[src/rtl/bin2seg_defs.sv]
// Shared segment patterns (active-low, bit0=a .. bit6=g), FSM encoding and
// a constant-power helper for the bin2seg_scan display driver.
package bin2seg_defs;

   localparam logic [6:0] SEG_0     = 7'b1000000;
   localparam logic [6:0] SEG_1     = 7'b1111001;
   localparam logic [6:0] SEG_2     = 7'b0100100;
   localparam logic [6:0] SEG_3     = 7'b0110000;
   localparam logic [6:0] SEG_4     = 7'b0011001;
   localparam logic [6:0] SEG_5     = 7'b0010010;
   localparam logic [6:0] SEG_6     = 7'b0000010;
   localparam logic [6:0] SEG_7     = 7'b1111000;
   localparam logic [6:0] SEG_8     = 7'b0000000;
   localparam logic [6:0] SEG_9     = 7'b0010000;
   localparam logic [6:0] SEG_BLANK = 7'b1111111;
   localparam logic [6:0] SEG_DASH  = 7'b0111111;

   typedef enum logic [1:0] {
      ST_IDLE  = 2'd0,
      ST_SHIFT = 2'd1,
      ST_DONE  = 2'd2
   } state_e;

   function automatic int unsigned pow10(input int unsigned n);
      int unsigned p;
      p = 1;
      for (int unsigned i = 0; i < n; i++) p = p * 10;
      return p;
   endfunction

endpackage

[src/rtl/seg7_decode.sv]
// Combinational BCD nibble to active-low 7-segment pattern; 10..15 blank.
module seg7_decode
   import bin2seg_defs::*;
(
   input  logic [3:0] nibble,
   output logic [6:0] seg
);

   always_comb begin
      // NOTE: the default arm gives seg a value on every path, so no latch is inferred.
      case (nibble)
         4'd0:    seg = SEG_0;
         4'd1:    seg = SEG_1;
         4'd2:    seg = SEG_2;
         4'd3:    seg = SEG_3;
         4'd4:    seg = SEG_4;
         4'd5:    seg = SEG_5;
         4'd6:    seg = SEG_6;
         4'd7:    seg = SEG_7;
         4'd8:    seg = SEG_8;
         4'd9:    seg = SEG_9;
         default: seg = SEG_BLANK;
      endcase
   end

endmodule

[src/rtl/bin2seg_scan.sv]
// Sequential double-dabble binary-to-BCD converter driving a multiplexed
// common-anode display. Define BIN2SEG_LZB_EN for leading-zero blanking.
module bin2seg_scan
   import bin2seg_defs::*;
#(
   parameter int WIDTH       = 8,
   parameter int DIGITS      = 3,
   parameter int REFRESH_DIV = 1000
)(
   input  logic                  clk,
   input  logic                  rst,
   input  logic                  start,
   input  logic [WIDTH-1:0]      bin,
   output logic                  busy,
   output logic                  done,
   output logic [4*DIGITS-1:0]   bcd,
   output logic                  ovf,
   output logic [6:0]            seg,
   output logic [DIGITS-1:0]     an
);

   // ceil(WIDTH/3) digits always hold 2^WIDTH-1, since 8^k < 10^k
   localparam int ACC_DIGITS = (DIGITS > (WIDTH + 2) / 3) ? DIGITS : (WIDTH + 2) / 3;
   localparam int ACC_W      = 4 * ACC_DIGITS;
   localparam int CNT_W      = $clog2(WIDTH + 1);
   localparam int PRE_W      = $clog2(REFRESH_DIV);
   localparam int IDX_W      = (DIGITS > 1) ? $clog2(DIGITS) : 1;
   localparam int CMP_W      = (WIDTH > 32) ? WIDTH : 32;
   localparam logic [CMP_W-1:0] MAX_VAL = CMP_W'(pow10(DIGITS) - 1);

   state_e                state_q, state_d;
   logic [WIDTH-1:0]      sr_q, sr_d, sr_shift;
   logic [ACC_W-1:0]      acc_q, acc_d, acc_adj, acc_shift;
   logic [CNT_W-1:0]      cnt_q, cnt_d;
   logic                  ovf_pend_q, ovf_pend_d;
   logic [4*DIGITS-1:0]   bcd_q, bcd_d;
   logic                  ovf_q, ovf_d;
   logic [PRE_W-1:0]      presc_q, presc_d;
   logic [IDX_W-1:0]      idx_q, idx_d;
   logic [6:0]            seg_q, seg_d, dec_seg;
   logic [DIGITS-1:0]     an_q, an_d;
   logic [3:0]            nib_sel;
   logic                  wrap, lead_zero;

   // One double-dabble step: correct nibbles >= 5, then shift left through both registers
   always_comb begin
      acc_adj = acc_q;
      for (int i = 0; i < ACC_DIGITS; i++) begin
         if (acc_q[4*i +: 4] >= 4'd5) acc_adj[4*i +: 4] = acc_q[4*i +: 4] + 4'd3;
      end
      acc_shift = {acc_adj[ACC_W-2:0], sr_q[WIDTH-1]};
      sr_shift  = {sr_q[WIDTH-2:0], 1'b0};
   end

   always_comb begin
      state_d    = state_q;
      sr_d       = sr_q;
      acc_d      = acc_q;
      cnt_d      = cnt_q;
      ovf_pend_d = ovf_pend_q;
      bcd_d      = bcd_q;
      ovf_d      = ovf_q;
      case (state_q)
         ST_IDLE: begin
            if (start) begin
               sr_d       = bin;
               acc_d      = '0;
               cnt_d      = CNT_W'(WIDTH);
               ovf_pend_d = CMP_W'(bin) > MAX_VAL;
               state_d    = ST_SHIFT;
            end
         end
         ST_SHIFT: begin
            sr_d  = sr_shift;
            acc_d = acc_shift;
            cnt_d = cnt_q - CNT_W'(1);
            if (cnt_q == CNT_W'(1)) begin
               state_d = ST_DONE;
               ovf_d   = ovf_pend_q;
               bcd_d   = ovf_pend_q ? '0 : acc_shift[4*DIGITS-1:0];
            end
         end
         ST_DONE: state_d = ST_IDLE;
         default: state_d = ST_IDLE;
      endcase
   end

   // Refresh scan: an and seg are both captured on the prescaler wrap edge
   always_comb begin
      wrap    = (presc_q == PRE_W'(REFRESH_DIV - 1));
      presc_d = wrap ? '0 : presc_q + PRE_W'(1);
      idx_d   = idx_q;
      if (wrap) idx_d = (idx_q == IDX_W'(DIGITS - 1)) ? '0 : idx_q + IDX_W'(1);
      nib_sel = bcd_q[4*int'(idx_q) +: 4];
`ifdef BIN2SEG_LZB_EN
      lead_zero = (idx_q != '0);
      for (int i = 0; i < DIGITS; i++) begin
         if (i >= int'(idx_q) && bcd_q[4*i +: 4] != 4'd0) lead_zero = 1'b0;
      end
`else
      lead_zero = 1'b0;
`endif
      seg_d = seg_q;
      an_d  = an_q;
      if (wrap) begin
         an_d = ~(DIGITS'(1) << idx_q);
         if (ovf_q)          seg_d = SEG_DASH;
         else if (lead_zero) seg_d = SEG_BLANK;
         else                seg_d = dec_seg;
      end
   end

   seg7_decode u_seg7_decode (
      .nibble (nib_sel),
      .seg    (dec_seg)
   );

   // NOTE: non-blocking assignments so every flop samples the pre-edge values of the others.
   always_ff @(posedge clk or posedge rst) begin
      if (rst) begin
         state_q    <= ST_IDLE;
         sr_q       <= '0;
         acc_q      <= '0;
         cnt_q      <= '0;
         ovf_pend_q <= 1'b0;
         bcd_q      <= '0;
         ovf_q      <= 1'b0;
         presc_q    <= '0;
         idx_q      <= '0;
         seg_q      <= SEG_BLANK;
         an_q       <= '1;
      end else begin
         state_q    <= state_d;
         sr_q       <= sr_d;
         acc_q      <= acc_d;
         cnt_q      <= cnt_d;
         ovf_pend_q <= ovf_pend_d;
         bcd_q      <= bcd_d;
         ovf_q      <= ovf_d;
         presc_q    <= presc_d;
         idx_q      <= idx_d;
         seg_q      <= seg_d;
         an_q       <= an_d;
      end
   end

   assign busy = (state_q == ST_SHIFT);
   assign done = (state_q == ST_DONE);
   assign bcd  = bcd_q;
   assign ovf  = ovf_q;
   assign seg  = seg_q;
   assign an   = an_q;

endmodule
[config.mk]
export PLATFORM = sky130hd
export DESIGN_NAME = bin2seg_scan
export DESIGN_NICKNAME = d
export VERILOG_FILES = /design/src/rtl/bin2seg_defs.sv /design/src/rtl/seg7_decode.sv /design/src/rtl/bin2seg_scan.sv
export SDC_FILE = /design/constraint.sdc
export NUM_CORES = 1
export LEC_CHECK = 0
export BUFFER_PORTS_ARGS = -buffer_cell sky130_fd_sc_hd__buf_2
export CELL_PAD_IN_SITES_DETAIL_PLACEMENT = 0
export CELL_PAD_IN_SITES_GLOBAL_PLACEMENT = 1
export CORE_ASPECT_RATIO = 0.7
export CORE_MARGIN = 1.5
export CORE_UTILIZATION = 45
export CTS_BUF_LIST = sky130_fd_sc_hd__clkbuf_8 sky130_fd_sc_hd__clkbuf_16
export DETAILED_ROUTE_END_ITERATION = 12
export HOLD_SLACK_MARGIN = 0.12
export PLACE_DENSITY = 0.85
export SYNTH_ARGS = -nofsm -noshare
export SYNTH_HDL_FRONTEND = slang
export SYNTH_SLANG_ARGS = --single-unit
[constraint.sdc]
create_clock -name clk -period 2.25 [get_ports clk]
set_clock_uncertainty 0.15 [all_clocks]
set_input_delay 0.3375 -clock clk [delete_from_list [all_inputs] [get_ports clk]]
set_output_delay 0.3375 -clock clk [all_outputs]
set_load 0.05 [all_outputs]
* Word-level counts from Yosys, hierarchy flattened *
Memories as Yosys holds them, arrays and structs flattened. A register that Yosys moved wholly into a read port is not among the register bits.
Index checks and enable logic that the tools add are counted.

cells by class
  order comparisons = 3
  shift-type cells = 2
  equality and inequality tests = 7
  bitwise operators = 1
  reductions and logical operators = 5
  muxes and demuxes = 14
  add/subtract/negate cells = 6

operators with widths
  kind                   count
  $pmux 12 s2            1
  $pmux 8 s2             1
  $ge 4x3->1 const B     3
  $mux 12                1
  $mux 4                 3
  $shiftx 12x5->4        1
  $add 10x1->10 const B  1
  $eq 10x10->1 const B   1
  $mux 10                1
  $add 4x2->4 const B    2
  $mux 8                 1
  $pmux 4 s2             1
  $mux 2                 3
  $reduce_and 2->1       3
  $eq 2x2->1 const B     2
  $eq 4x1->1 const B     1
  $pmux 2 s2             1
  $sub 4x1->4 const B    1
  $add 3x2->3 const B    1
  $mux 3                 1
  $not 3->3              1
  $shl 1x2->3 const A    1
  $add 2x1->2 const B    1
  $eq 2x1->1 const B     1
  other kinds (4)        4

word-level totals
  memory bits (read-only) = 112
  memories kept = 1
  logic and storage cells = 47
  flip-flop bits (word level) = 53
  input port bits = 11

memory list
  name             depth  width  rd ports  clocked after memory_dff  write ports  line               source
  (no name shown)  16     7      1         1                         0            seg7_decode.sv:11  case (nibble)

* Logic depth before layout (Yosys ltp) *
Gate-level depths: netlist of run 1.

  word-level depth = 3
  mapped depth = 8
  depth with buffers taken out = 7

* By module *
A second synthesis of run 1 with hierarchy kept.

unflattened totals
  cell total of the unflattened synthesis = 308
  area total of the unflattened synthesis = 3061.7 sq um

modules (own cells, without submodules)
  module        cells an instance  sequential area each (sq um)  times used  area an instance (sq um)
  bin2seg_scan  275                1514.0                        1           2851.5
  seg7_decode   33                 0.0                           1           210.2

* Worst setup path before layout of run 1 *
OpenSTA, ideal clock, no wires.

  path kind = flip-flop to flip-flop
  from = register bcd_q[8] (netlist: bcd[8])
  to = register seg_q[5] (netlist: seg[5])
  setup time = 0.081 ns
  path buffers = 0
  data arrival time = 1.943 ns
  slack = 0.075 ns
  cell stages (with the launch flop) = 8
  path through = dfrtp_1 mux2_2 a22oi_1 inv_1 ha_1 or2_2 a21oi_1 o21ai_1

on the way
  longest elaborated chain between the ends = 1

RTL lines
  item                    line                 source
  start, declared         bin2seg_scan.sv:36   logic [4*DIGITS-1:0] bcd_q, bcd_d;
  start signal, assigned  bin2seg_scan.sv:126  bcd_q <= '0;
  start signal, assigned  bin2seg_scan.sv:138  bcd_q <= bcd_d;
  $shiftx 12x5->4         bin2seg_scan.sv:94   nib_sel = bcd_q[4*int'(idx_q) +: 4];
  end signal, assigned    bin2seg_scan.sv:142  seg_q <= seg_d;
  end, declared           bin2seg_scan.sv:40   logic [6:0] seg_q, seg_d, dec_seg;

No other way between the ends.
A chain may end at the register's enable or synchronous reset.

* Worst setup path in the final report of run 1 *
  from = register idx_q[1]
  to = register seg_q[5] (netlist: seg[5])

on the way
  longest elaborated chain between the ends = 1

RTL lines
  item                    line                 source
  start, declared         bin2seg_scan.sv:39   logic [IDX_W-1:0] idx_q, idx_d;
  start signal, assigned  bin2seg_scan.sv:141  idx_q <= idx_d;
  $shiftx 12x5->4         bin2seg_scan.sv:94

No other way between the ends.

==> qor.csv, run 1 <==
stage;metric;value;unit
detailed_routing;total_vias_in_the_final_route;2271;
detailed_routing;postRouteWirelength;6310;um
power_and_ir_drop;p_leak;1.72;nW
timing;max_clock_freq;486;MHz
floorplan;core_area;6370;sq um
global_routing;grt_max_degree;40;
detailed_routing;number_of_nets_still_failing_antenna_checks_after_routing;0;
critical_path;required;2360;ps
detailed_routing;post_drt_wl_per_cell;14.2;um
critical_path;worstSetupEndpointType;register;
logic_synthesis;synth_area_leaders;sky130_fd_sc_hd__dfrtp_1 (41%), sky130_fd_sc_hd__dfstp_2 (8.7%), sky130_fd_sc_hd__ha_1 (5.8%);
power_and_ir_drop;powerDensity;1290;nW/um^2
power_and_ir_drop;ir_worst_vdd;0.671;mV
global_routing;grt_pass1_wl;10800;um
timing;min_period_over_period;91.5;%
logic_synthesis;seq_area_frac_synth;49.9;%
floorplan;start_util;47.6;%
placement;pre_cts_slack;187;ps
timing;report.final.hold_viol_count;0;
timing;setup_repair_after_global_routing_missed_its_margin;false;
critical_path;start_kind;register;
logic_synthesis;synth.ff_latch_count;60;
flow_run;maxCapViolCount;0;
detailed_routing;drt_iter0_markers;137;
finish;fin_nets;375;
logic_synthesis;number_of_distinct_library_cells_after_synthesis;49;
finish;antennaDiodeCount;0;
clock_network;worst_setup_hold_path_clk_slew;70;ps
clock_network;cts_num_sinks;60;
clock_network;cts_root_buffer;sky130_fd_sc_hd__clkbuf_8;
hold_path;hold_class;in2reg;
logic_synthesis;synth.avg_cell_area;10.0;sq um
critical_path;path_max_fanout;6;
placement;gp_congestion;0.789;
timing;fin_tns_setup;0;ps
logic_synthesis;post-synth-top-area-cell;sky130_fd_sc_hd__dfrtp_1;
timing;number_of_pins_with_negative_max_slew_slack_in_the_final_report;0;
global_routing;global_route.usage.total;19.5;%
floorplan;rows;24;
placement;place.detailed.hpwl;4490;um
placement;port-buffer-count;34;
finish;layout-drive-gt1-share;25.4;%
global_routing;gr-total-overflow;0;
timing;final_period_minus_worst_setup_slack;2060;ps
timing;timing.final.setup_violations;0;
global_routing;grt_antenna_before_repair;0;
run_status;outcome;complete, no violations;
logic_synthesis;synth_enable_flop_cells;0;
logic_synthesis;synth-warning-count;0;
logic_synthesis;fraction_of_post_synthesis_cell_area_in_the_top_cell_type_by_area;41.3;%
logic_synthesis;synth_common_cells;sky130_fd_sc_hd__dfrtp_1 (50), sky130_fd_sc_hd__nand2_1 (46), sky130_fd_sc_hd__o21ai_0 (31), sky130_fd_sc_hd__nor2_1 (19), sky130_fd_sc_hd__ha_1 (14);
logic_synthesis;syn_inst;303;
clock_network;tritoncts.num_buffers;9;
detailed_routing;drt-pass1-iter-count;4;
finish;relative_area_change_from_synthesis_to_final_layout;17.4;%
detailed_routing;route.detailed.vias_per_inst;5.09;
global_routing;grt_pass1_vias;2115;
floorplan;die_width;101;um
critical_path;path_class;reg2reg;
timing;setup_ws;191;ps
floorplan;top_level_ports;36;
clock_network;max-clock-path-buffers;2;
logic_synthesis;synth-main-ff-cell;sky130_fd_sc_hd__dfrtp_1;
logic_synthesis;async_flop_share;100;%
floorplan;floorplan.die.height;71.7;um
clock_network;clock_tree_from_tritoncts;yes;
logic_synthesis;post-synth-top-count-cell;sky130_fd_sc_hd__dfrtp_1;
detailed_routing;drcViolationCount;0;
logic_synthesis;synth_nets;328;
logic_synthesis;syn-cell-area;3030;sq um
clock_network;clk-insertion-delay-late;330;ps
clock_network;ctsResizeCount;0;
clock_network;htreeDepth;3;
critical_path;cp.arrival;2170;ps
floorplan;die-area;7250;sq um
## cell usage in the layout (no fill, tap or decap), drive strengths merged, types with 2 or more instances in the layout
cell         synthesis  final
dfrtp               50     50
nand2               47     47
buf                  8     47
o21ai               36     36
nor2                19     19
inv                 14     16
ha                  14     14
a21oi               11     11
dfstp               10     10
clkbuf               5     10
mux2i                9      9
nor3                 8      8
nand3                8      8
xnor2                7      7
mux2                 7      7
nand2b               5      5
a31oi                4      4
a22o                 4      4
nor2b                4      4
nor3b                3      3
or3b                 3      3
a21o                 3      3
xor2                 3      3
clkinv               0      3
a211oi               2      2
dlygate4sd3          0      2
and2b                2      2
a22oi                2      2
o2bb2ai              2      2
## cell families (layout without fill, tap and decap cells)
kind of cell,count (synthesis),in the layout,synth area share [%]
fa+ha+maj,14,14,5.78
buf+inv,27,79,4.54
mux,16,16,5.70
xor+xnor,10,10,2.89
simple gates,106,106,16.7
other cells,1,1,0.124
flops,60,60,49.9
compound gates,69,69,14.3
## metrics by stage
step / utilization, % / hold slack (ps) / area [sq um] / instances / power (mW)
after floorplan: - / 283 / 3030 / 303 / 3.16
after global routing: 55.9 / 151 / 3560 / 446 / 4.91
final: 55.9 / 151 / 3560 / 446 / 4.57
after global placement: 52.5 / 250 / 3340 / 428 / 3.57
after CTS: 55.9 / 140 / 3560 / 446 / 4.60
after detailed placement: 52.5 / 253 / 3340 / 428 / 3.63
## sequential cells by signal (all words and copies together) (netlist names)
signal   flops
acc_q       12
bcd         12
presc_q     10
sr_q         8
seg          7
cnt_q        4
an           3
idx_q        2
state_q      2
## path summary, 6_finish.rpt
kind / startpoint / to / slack [ps] / cells after the start
min: bin[6] / sr_q[6]$_DFFE_PP0P_ / 150 / 3
max in group asynchronous: rst / seg[6]$_DFFE_PP1N_ / 870 / 4
max reg2reg: idx_q[1]$_DFFE_PP0N_ / seg[5]$_DFFE_PP1N_ / 190 / 7
min reg2reg: seg[2]$_DFFE_PP1N_ / seg[2]$_DFFE_PP1N_ / 300 / 2
min in group asynchronous: rst / acc_q[11]$_DFFE_PP0P_ / 440 / 3
max: idx_q[1]$_DFFE_PP0N_ / seg[5]$_DFFE_PP1N_ / 190 / 7
## where the power goes
| group | leakage (nW) | total [mW] | switching (mW) | internal (mW) |
|---|---|---|---|---|
| clock network | 0.109 | 0.949 | 0.417 | 0.532 |
| registers | 0.732 | 1.67 | 0.282 | 1.38 |
| logic | 0.874 | 1.96 | 1.22 | 0.740 |
## critical path, cell delays in order, from the launching register on
cell and delay (ps):
sky130_fd_sc_hd__dfrtp_1 400, sky130_fd_sc_hd__mux2i_1 250, sky130_fd_sc_hd__a2bb2oi_2 280, sky130_fd_sc_hd__inv_1 140
sky130_fd_sc_hd__ha_1 240, sky130_fd_sc_hd__or2_2 290, sky130_fd_sc_hd__a21oi_1 170, sky130_fd_sc_hd__o21ai_1 70
## cell type report
cell class	instances	area [sq um]
multi-input cells	216	1380
repair buffers	49	300
inverters	14	52.6
clock buffers	10	138
well taps	91	114
flip-flops and latches	60	1510
fillers	562	2810
clock inverters	6	56.3
## per-layer routing
layer  up-vias  track usage (%)  part of all wire [%]
li1       1146                -                     -
met1      1086             28.2                    52
met4         0             5.09                   1.0
met3         7             4.98                   3.0
met2        32             29.4                    44
met5         -                0                     0
## timing repair
item	CTS	global route
hold endpoints to repair	21	0
hold buffers	2	0
setup buffers	0	0
Note: power is estimated with default switching activity, not from simulation.
==> inputs of run 2 (changes only) <==
- CORE_ASPECT_RATIO: 0.7 -> 1.2
- CTS_BUF_LIST: sky130_fd_sc_hd__clkbuf_8 sky130_fd_sc_hd__clkbuf_16 -> sky130_fd_sc_hd__clkbuf_4 sky130_fd_sc_hd__clkbuf_8
==> run 2 against run 1 <==
  * Sequential share of layout area about the same
  * Non-clock buffer count decreased by 3
  * Routed wire length decreased by 8.3%
  * Highest routed layer unchanged
  * First-iteration DRC count decreased by 44%
  * Total power increased by 2.5%
  * Die area about the same
  * Cell area about the same
  * Setup slack got worse by 52 ps
  * Flip-flop and latch count unchanged
  * Hold slack got worse by 7.6 ps
==> qor.csv, run 2 (synthesis results as in run 1) <==
stage;metric;value;unit;change
run_status;outcome;complete, no violations;;unchanged
clock_network;clk-insertion-delay-late;340;ps;was 330 ps
clock_network;worst_setup_hold_path_clk_slew;70;ps;about the same
timing;fin_tns_setup;0;ps;unchanged
finish;mostFrequentLayoutCells;sky130_fd_sc_hd__dfrtp_1 (50), sky130_fd_sc_hd__nand2_1 (46), sky130_fd_sc_hd__buf_2 (34);;unchanged
finish;register_area;1510;sq um;unchanged
finish;relative_area_change_from_synthesis_to_final_layout;17.4;%;about the same
finish;multi_input_area;1380;sq um;unchanged
critical_path;path_class;reg2reg;;unchanged
detailed_routing;postRouteWirelength;5790;um;was 6310 um
finish;fin_nets;372;;was 375
placement;gp_congestion;0.782;;was 0.789
critical_path;path_buf_inv;1;;unchanged
timing;report.final.hold_viol_count;0;;unchanged
critical_path;r2r-end;seg[5]$_DFFE_PP1N_;;unchanged
global_routing;grt_pass1_vias;2174;;was 2115
hold_path;timing.hold.worst_path_depth;3;;unchanged
power_and_ir_drop;p_leak;1.70;nW;was 1.72 nW
clock_network;cts_root_buffer;sky130_fd_sc_hd__clkbuf_8;;unchanged
critical_path;r2r_cells;7;;unchanged
floorplan;rows;32;;was 24
floorplan;core_area;6490;sq um;was 6370 sq um
critical_path;critical_path.reg2reg.startpoint;idx_q[1]$_DFFE_PP0N_;;unchanged
critical_path;worstSetupEndpointType;register;;unchanged
placement;placed_cells_incl_taps;419;;was 428
hold_path;hold_class;in2reg;;unchanged
timing;setup_ws;138;ps;was 191 ps
placement;pre_cts_slack;158;ps;was 187 ps
timing;setup_repair_after_global_routing_missed_its_margin;false;;unchanged
floorplan;floorplan.die.height;92.9;um;was 71.7 um
floorplan;die-area;7240;sq um;was 7250 sq um
critical_path;critical_path.slowest_cell;sky130_fd_sc_hd__dfrtp_1;;unchanged
critical_path;critical_path.top_delay_family;flip-flops;;was compound AO/OA/AOI/OAI gates
global_routing;gr-total-overflow;0;;unchanged
global_routing;grt_antenna_before_repair;0;;unchanged
clock_network;ctsResizeCount;0;;unchanged
global_routing;global_route.usage.total;18.2;%;was 19.5%
flow_run;maxCapViolCount;0;;unchanged
clock_network;htreeDepth;3;;unchanged
floorplan;top_level_ports;36;;unchanged
detailed_routing;drt-pass1-iter-count;4;;unchanged
critical_path;start_kind;register;;unchanged
hold_path;worst_hold_end;sr_q[1]$_DFFE_PP0P_;;was sr_q[6]$_DFFE_PP0P_
hold_path;hold_start;bin[1];;was bin[6]
placement;port-buffer-count;34;;unchanged
clock_network;max-clock-path-buffers;2;;unchanged
finish;finalNonFillerCells;437;;was 446
critical_path;critical-path-max-stage-delay;520;ps;was 400 ps
power_and_ir_drop;ir_worst_vdd;0.874;mV;was 0.671 mV
detailed_routing;drt_iter0_markers;77;;was 137
global_routing;grt_max_degree;41;;was 40
detailed_routing;drcViolationCount;0;;unchanged
detailed_routing;total_vias_in_the_final_route;2248;;was 2271
floorplan;die_width;77.9;um;was 101 um
critical_path;critical_path.cell_chain;mux2_2 > a22oi_1 > inv_1 > ha_1 > or2_2 > a21oi_1 > o21ai_1;;was mux2i_1 > a2bb2oi_2 > inv_1 > ha_1 > or2_2 > a21oi_1 > o21ai_1
detailed_routing;number_of_nets_still_failing_antenna_checks_after_routing;0;;unchanged
detailed_routing;post_drt_wl_per_cell;13.2;um;was 14.2 um
clock_network;tritoncts.num_buffers;9;;unchanged
finish;antennaDiodeCount;0;;unchanged
critical_path;cp.arrival;2230;ps;was 2170 ps
finish;layout-drive-gt1-share;25.3;%;was 25.4%
floorplan;start_util;46.7;%;was 47.6%
timing;timing.final.setup_violations;0;;unchanged
critical_path;path_max_fanout;8;;was 6
critical_path;required;2360;ps;about the same
global_routing;grt_pass1_wl;10300;um;was 10800 um
finish;layout.cells.most_common;sky130_fd_sc_hd__dfrtp_1;;unchanged
detailed_routing;route.detailed.vias_per_inst;5.14;;was 5.09
finish;final.fill_count;617;;was 562
clock_network;cts_num_sinks;60;;unchanged
timing;min_period_over_period;93.9;%;was 91.5%
critical_path;reg2reg_setup_slack;140;ps;was 190 ps
timing;number_of_pins_with_negative_max_slew_slack_in_the_final_report;0;;unchanged
timing;max_clock_freq;474;MHz;was 486 MHz
clock_network;clock_tree_from_tritoncts;yes;;unchanged
timing;final_period_minus_worst_setup_slack;2110;ps;was 2060 ps
power_and_ir_drop;powerDensity;1320;nW/um^2;was 1290 nW/um^2
placement;place.detailed.hpwl;4240;um;was 4490 um
==> run 2: how the worst max path moves through the flow <==
stage                    startpoint                 end  slack, ps  depth (start not counted)
6_report       idx_q[1]$_DFFE_PP0N_  seg[5]$_DFFE_PP1N_        140                          7
5_1_grt        idx_q[1]$_DFFE_PP0N_  seg[5]$_DFFE_PP1N_         20                          7
4_1_cts        idx_q[1]$_DFFE_PP0N_  seg[5]$_DFFE_PP1N_        150                          7
3_5_place_dp   idx_q[1]$_DFFE_PP0N_  seg[5]$_DFFE_PP1N_        160                          7
3_3_place_gp   idx_q[1]$_DFFE_PP0N_  seg[5]$_DFFE_PP1N_        210                          7
2_1_floorplan    bcd[8]$_DFFE_PP0P_  seg[5]$_DFFE_PP1N_         80                          7
==> run 2: power by group <==
part | total, mW | internal [mW] | switching [mW]
clock network | 1.09 | 0.677 | 0.414
logic | 1.92 | 0.745 | 1.18
registers | 1.67 | 1.38 | 0.289
==> run 2: routing by layer <==
| metal | global-route usage (%) | up-vias | wire length (um) |
|---|---|---|---|
| li1 | - | 1130 | - |
| met1 | 22.2 | 1069 | 2580 |
| met2 | 31.1 | 39 | 2930 |
| met3 | 3.25 | 10 | 159 |
| met4 | 8.48 | 0 | 115 |
| met5 | 0 | - | 0 |
==> run 2: cell type report <==
cell class	count	area share, %
multi-input combinational	216	38.9
sequential	60	42.5
clock buffer	12	4.29
timing repair buffer	46	7.80
clock inverter	4	2.04
inverter	14	1.48
tap	85	2.99
==> run 2: repair_timing <==
item	in CTS	in global routing
hold endpoints to repair	11	0
setup endpoints to repair	0	0
hold buffers	2	0
buffers inserted	0	0
==> run 2: stage by stage <==
step / util (%) / hold slack (ps) / instance area (sq um) / total power, mW
final: 54.9 / 144 / 3560 / 4.69
after global routing: 54.9 / 158 / 3560 / 5.05
after CTS: 54.9 / 142 / 3560 / 4.74
after detailed placement: 51.1 / 223 / 3310 / 3.62
after global placement: 51.1 / 225 / 3310 / 3.56
after floorplan: - / 283 / 3030 / 3.16
==> run 2: worst reg2reg max path: stages (launching register included) <==
cell,delay (ps)
sky130_fd_sc_hd__dfrtp_1,520
sky130_fd_sc_hd__mux2_2,380
sky130_fd_sc_hd__a22oi_1,200
sky130_fd_sc_hd__inv_1,100
sky130_fd_sc_hd__ha_1,200
sky130_fd_sc_hd__or2_2,290
sky130_fd_sc_hd__a21oi_1,140
sky130_fd_sc_hd__o21ai_1,70
==> inputs of run 3 (changes only) <==
- SYNTH_HIERARCHICAL: not set -> 1
==> run 3 against run 2 <==
  * First-iteration DRC count shrank 7.8%
  * Die area increased by 0.97%
  * Clock power shrank 19%
  * Non-clock buffer count shrank 1
  * Sequential power grew 3%
  * Total power grew 1.8%
  * Utilization decreased by 0.58 points
  * Global-route usage shrank 0.42 points
  * Maximum frequency grew 5.3%
  * Setup slack better by 110 ps
  * Synthesized area up 0.99%
  * Combinational power up 13%
  * Critical path type unchanged
  * Largest power group unchanged
  * Highest routed layer unchanged
==> qor.csv, run 3 <==
stage;metric;value;unit;change
floorplan;floorplan.die.height;93.4;um;was 92.9 um
critical_path;crit_start;idx_q[0]$_DFFE_PP0N_;;was idx_q[1]$_DFFE_PP0N_
critical_path;worstSetupEndpointType;register;;unchanged
global_routing;global_route.usage.total;17.8;%;was 18.2%
logic_synthesis;synth_common_cells;sky130_fd_sc_hd__dfrtp_1 (50), sky130_fd_sc_hd__nand2_1 (49), sky130_fd_sc_hd__o21ai_0 (31), sky130_fd_sc_hd__nor2_1 (19);;was sky130_fd_sc_hd__dfrtp_1 (50), sky130_fd_sc_hd__nand2_1 (46), sky130_fd_sc_hd__o21ai_0 (31), sky130_fd_sc_hd__nor2_1 (19), sky130_fd_sc_hd__ha_1 (14)
logic_synthesis;seq_area_frac_synth;49.4;%;was 49.9%
critical_path;critical_path.reg2reg.startpoint;idx_q[0]$_DFFE_PP0N_;;was idx_q[1]$_DFFE_PP0N_
floorplan;top_level_ports;36;;unchanged
critical_path;path_class;reg2reg;;unchanged
logic_synthesis;post-synth-top-count-cell;sky130_fd_sc_hd__dfrtp_1;;unchanged
logic_synthesis;syn-cell-area;3060;sq um;was 3030 sq um
detailed_routing;drt-pass1-iter-count;4;;unchanged
detailed_routing;number_of_nets_still_failing_antenna_checks_after_routing;0;;unchanged
timing;timing.final.setup_violations;0;;unchanged
finish;final_core_utilization;54.3;%;was 54.9%
logic_synthesis;synth-main-ff-cell;sky130_fd_sc_hd__dfrtp_1;;unchanged
floorplan;start_util;47.2;%;was 46.7%
finish;final.fill_count;600;;was 617
floorplan;die-area;7310;sq um;was 7240 sq um
detailed_routing;route.detailed.vias_per_inst;5.04;;was 5.14
detailed_routing;total_vias_in_the_final_route;2214;;was 2248
detailed_routing;drt_iter0_markers;71;;was 77
floorplan;die_width;78.3;um;was 77.9 um
clock_network;cts_root_buffer;sky130_fd_sc_hd__clkbuf_8;;unchanged
power_and_ir_drop;powerDensity;1350;nW/um^2;was 1320 nW/um^2
hold_path;hold_class;in2reg;;unchanged
clock_network;htreeDepth;3;;unchanged
timing;max_clock_freq;499;MHz;was 474 MHz
floorplan;rows;32;;unchanged
timing;fin_tns_setup;0;ps;unchanged
placement;port-buffer-count;34;;unchanged
clock_network;max-clock-path-buffers;2;;unchanged
global_routing;grt_pass1_vias;2128;;was 2174
global_routing;grt_max_degree;42;;was 41
logic_synthesis;synth_nets;333;;was 328
detailed_routing;post_drt_wl_per_cell;13.4;um;was 13.2 um
logic_synthesis;synth.ff_latch_count;60;;unchanged
critical_path;path_max_fanout;8;;unchanged
finish;layout.cells.most_common;sky130_fd_sc_hd__dfrtp_1;;unchanged
critical_path;cp.arrival;2110;ps;was 2230 ps
logic_synthesis;number_of_distinct_library_cells_after_synthesis;47;;was 49
power_and_ir_drop;p_leak;1.66;nW;was 1.70 nW
run_status;outcome;complete, no violations;;unchanged
logic_synthesis;fraction_of_post_synthesis_cell_area_in_the_top_cell_type_by_area;40.9;%;was 41.3%
detailed_routing;postRouteWirelength;5900;um;was 5790 um
logic_synthesis;synth_area_leaders;sky130_fd_sc_hd__dfrtp_1 (41%), sky130_fd_sc_hd__dfstp_2 (8.6%), sky130_fd_sc_hd__nand2_1 (6.0%);;was sky130_fd_sc_hd__dfrtp_1 (41%), sky130_fd_sc_hd__dfstp_2 (8.7%), sky130_fd_sc_hd__ha_1 (5.8%)
finish;layout-drive-gt1-share;24.6;%;was 25.3%
timing;min_period_over_period;89.1;%;was 93.9%
logic_synthesis;synth_enable_flop_cells;0;;unchanged
placement;place.detailed.hpwl;4130;um;was 4240 um
power_and_ir_drop;ir_worst_vdd;1.12;mV;was 0.874 mV
critical_path;start_kind;register;;unchanged
flow_run;maxCapViolCount;0;;unchanged
finish;relative_area_change_from_synthesis_to_final_layout;15.0;%;was 17.4%
global_routing;grt_pass1_wl;9890;um;was 10300 um
timing;final_period_minus_worst_setup_slack;2000;ps;was 2110 ps
critical_path;required;2360;ps;about the same
timing;number_of_pins_with_negative_max_slew_slack_in_the_final_report;0;;unchanged
clock_network;tritoncts.num_buffers;9;;unchanged
logic_synthesis;post-synth-top-area-cell;sky130_fd_sc_hd__dfrtp_1;;unchanged
timing;report.final.hold_viol_count;0;;unchanged
clock_network;cts_num_sinks;60;;unchanged
global_routing;grt_antenna_before_repair;0;;unchanged
logic_synthesis;syn_inst;308;;was 303
detailed_routing;drcViolationCount;0;;unchanged
hold_path;hold_start;start;;was bin[1]
timing;setup_repair_after_global_routing_missed_its_margin;false;;unchanged
logic_synthesis;synth.avg_cell_area;9.94;sq um;was 10.0 sq um
logic_synthesis;synth-warning-count;6;;was 0
clock_network;setup_fix_bufs_post_cts;0;;unchanged
logic_synthesis;async_flop_share;100;%;unchanged
clock_network;clock_tree_from_tritoncts;yes;;unchanged
floorplan;core_area;6490;sq um;unchanged
clock_network;clk-insertion-delay-late;330;ps;was 340 ps
finish;fin_nets;374;;was 372
finish;antennaDiodeCount;0;;unchanged
global_routing;gr-total-overflow;0;;unchanged
placement;gp_congestion;0.823;;was 0.782
clock_network;worst_setup_hold_path_clk_slew;60;ps;was 70 ps
finish;mostFrequentLayoutCells;sky130_fd_sc_hd__dfrtp_1 (50), sky130_fd_sc_hd__nand2_1 (49), sky130_fd_sc_hd__buf_2 (34);;was sky130_fd_sc_hd__dfrtp_1 (50), sky130_fd_sc_hd__nand2_1 (46), sky130_fd_sc_hd__buf_2 (34)
==> run 3: cells by family (layout without fill, tap and decap cells) <==
family / count (synthesis) / in the layout / share of synthesized area, %
muxes: 21 / 21 / 7.15
other: 1 / 1 / 0.122
adders and majority gates: 14 / 14 / 5.72
xor gates and xnor gates: 8 / 8 / 2.29
DFF: 60 / 60 / 49.4
AOI/OAI and AO/OA: 64 / 64 / 12.1
and+or+nand+nor: 112 / 112 / 18.3
buffers and inverters: 28 / 74 / 4.86
==> run 3: power breakdown <==
group          switching (mW)  total, mW  internal (mW)
combinational            1.34       2.17          0.830
sequential              0.315       1.72           1.41
clock                   0.403      0.879          0.476
==> run 3: final cells by class <==
type,instances,area [sq um],area share (%)
clock buffer,14,168,4.76
timing repair buffer,45,270,7.67
inverter,13,48.8,1.39
clock inverter,2,10.0,0.284
sequential,60,1510,43.0
tap,85,106,3.02
multi-input combinational,220,1410,39.9
==> run 3: worst max-delay path, stage by stage, from the launching register on <==
cell and delay [ps]:
sky130_fd_sc_hd__dfrtp_1 500, sky130_fd_sc_hd__nor2b_2 220, sky130_fd_sc_hd__nand2_1 70, sky130_fd_sc_hd__o21ai_1 170, sky130_fd_sc_hd__inv_1 130, sky130_fd_sc_hd__ha_1 320, sky130_fd_sc_hd__o21ai_0 130, sky130_fd_sc_hd__o21ai_0 100
sky130_fd_sc_hd__nand2_1 70, sky130_fd_sc_hd__nand2_1 50
==> run 3: final timing paths <==
| kind | endpoint | slack (ps) | cells past startpoint |
|---|---|---|---|
| max in group asynchronous | seg[0]$_DFFE_PP1N_ | 920 | 4 |
| worst max-delay path | seg[1]$_DFFE_PP1N_ | 250 | 9 |
| min in group asynchronous | presc_q[2]$_DFF_PP0_ | 400 | 3 |
| worst min register to register | presc_q[0]$_DFF_PP0_ | 300 | 1 |
| worst max register to register | seg[1]$_DFFE_PP1N_ | 250 | 9 |
| worst min-delay path | sr_q[0]$_DFFE_PP0P_ | 150 | 2 |
==> run 3: metal layers <==
layer	up-vias	part of all wire [%]	track usage, %
met2	30	47	29.0
li1	1133	-	-
met3	9	2.9	4.29
met4	0	1.9	9.82
met5	-	0	0
met1	1042	48	21.6
==> run 3: through the flow <==
stage / total power [mW] / hold slack [ps] / instance area (sq um) / cells / setup slack (ps)
after CTS: 4.81 / 132 / 3520 / 439 / 111
after global routing: 5.13 / 131 / 3520 / 439 / 9.96
final: 4.77 / 147 / 3520 / 439 / 245
after detailed placement: 3.91 / 212 / 3320 / 421 / 127
after floorplan: 3.40 / 272 / 3060 / 308 / 29.7
after global placement: 3.86 / 213 / 3320 / 421 / 211
==> run 3: timing repair <==
action | in CTS | in global routing
hold endpoints to repair | 13 | 0
hold buffers | 2 | 0
gates resized for setup | 0 | 2
setup endpoints to repair | 0 | 4
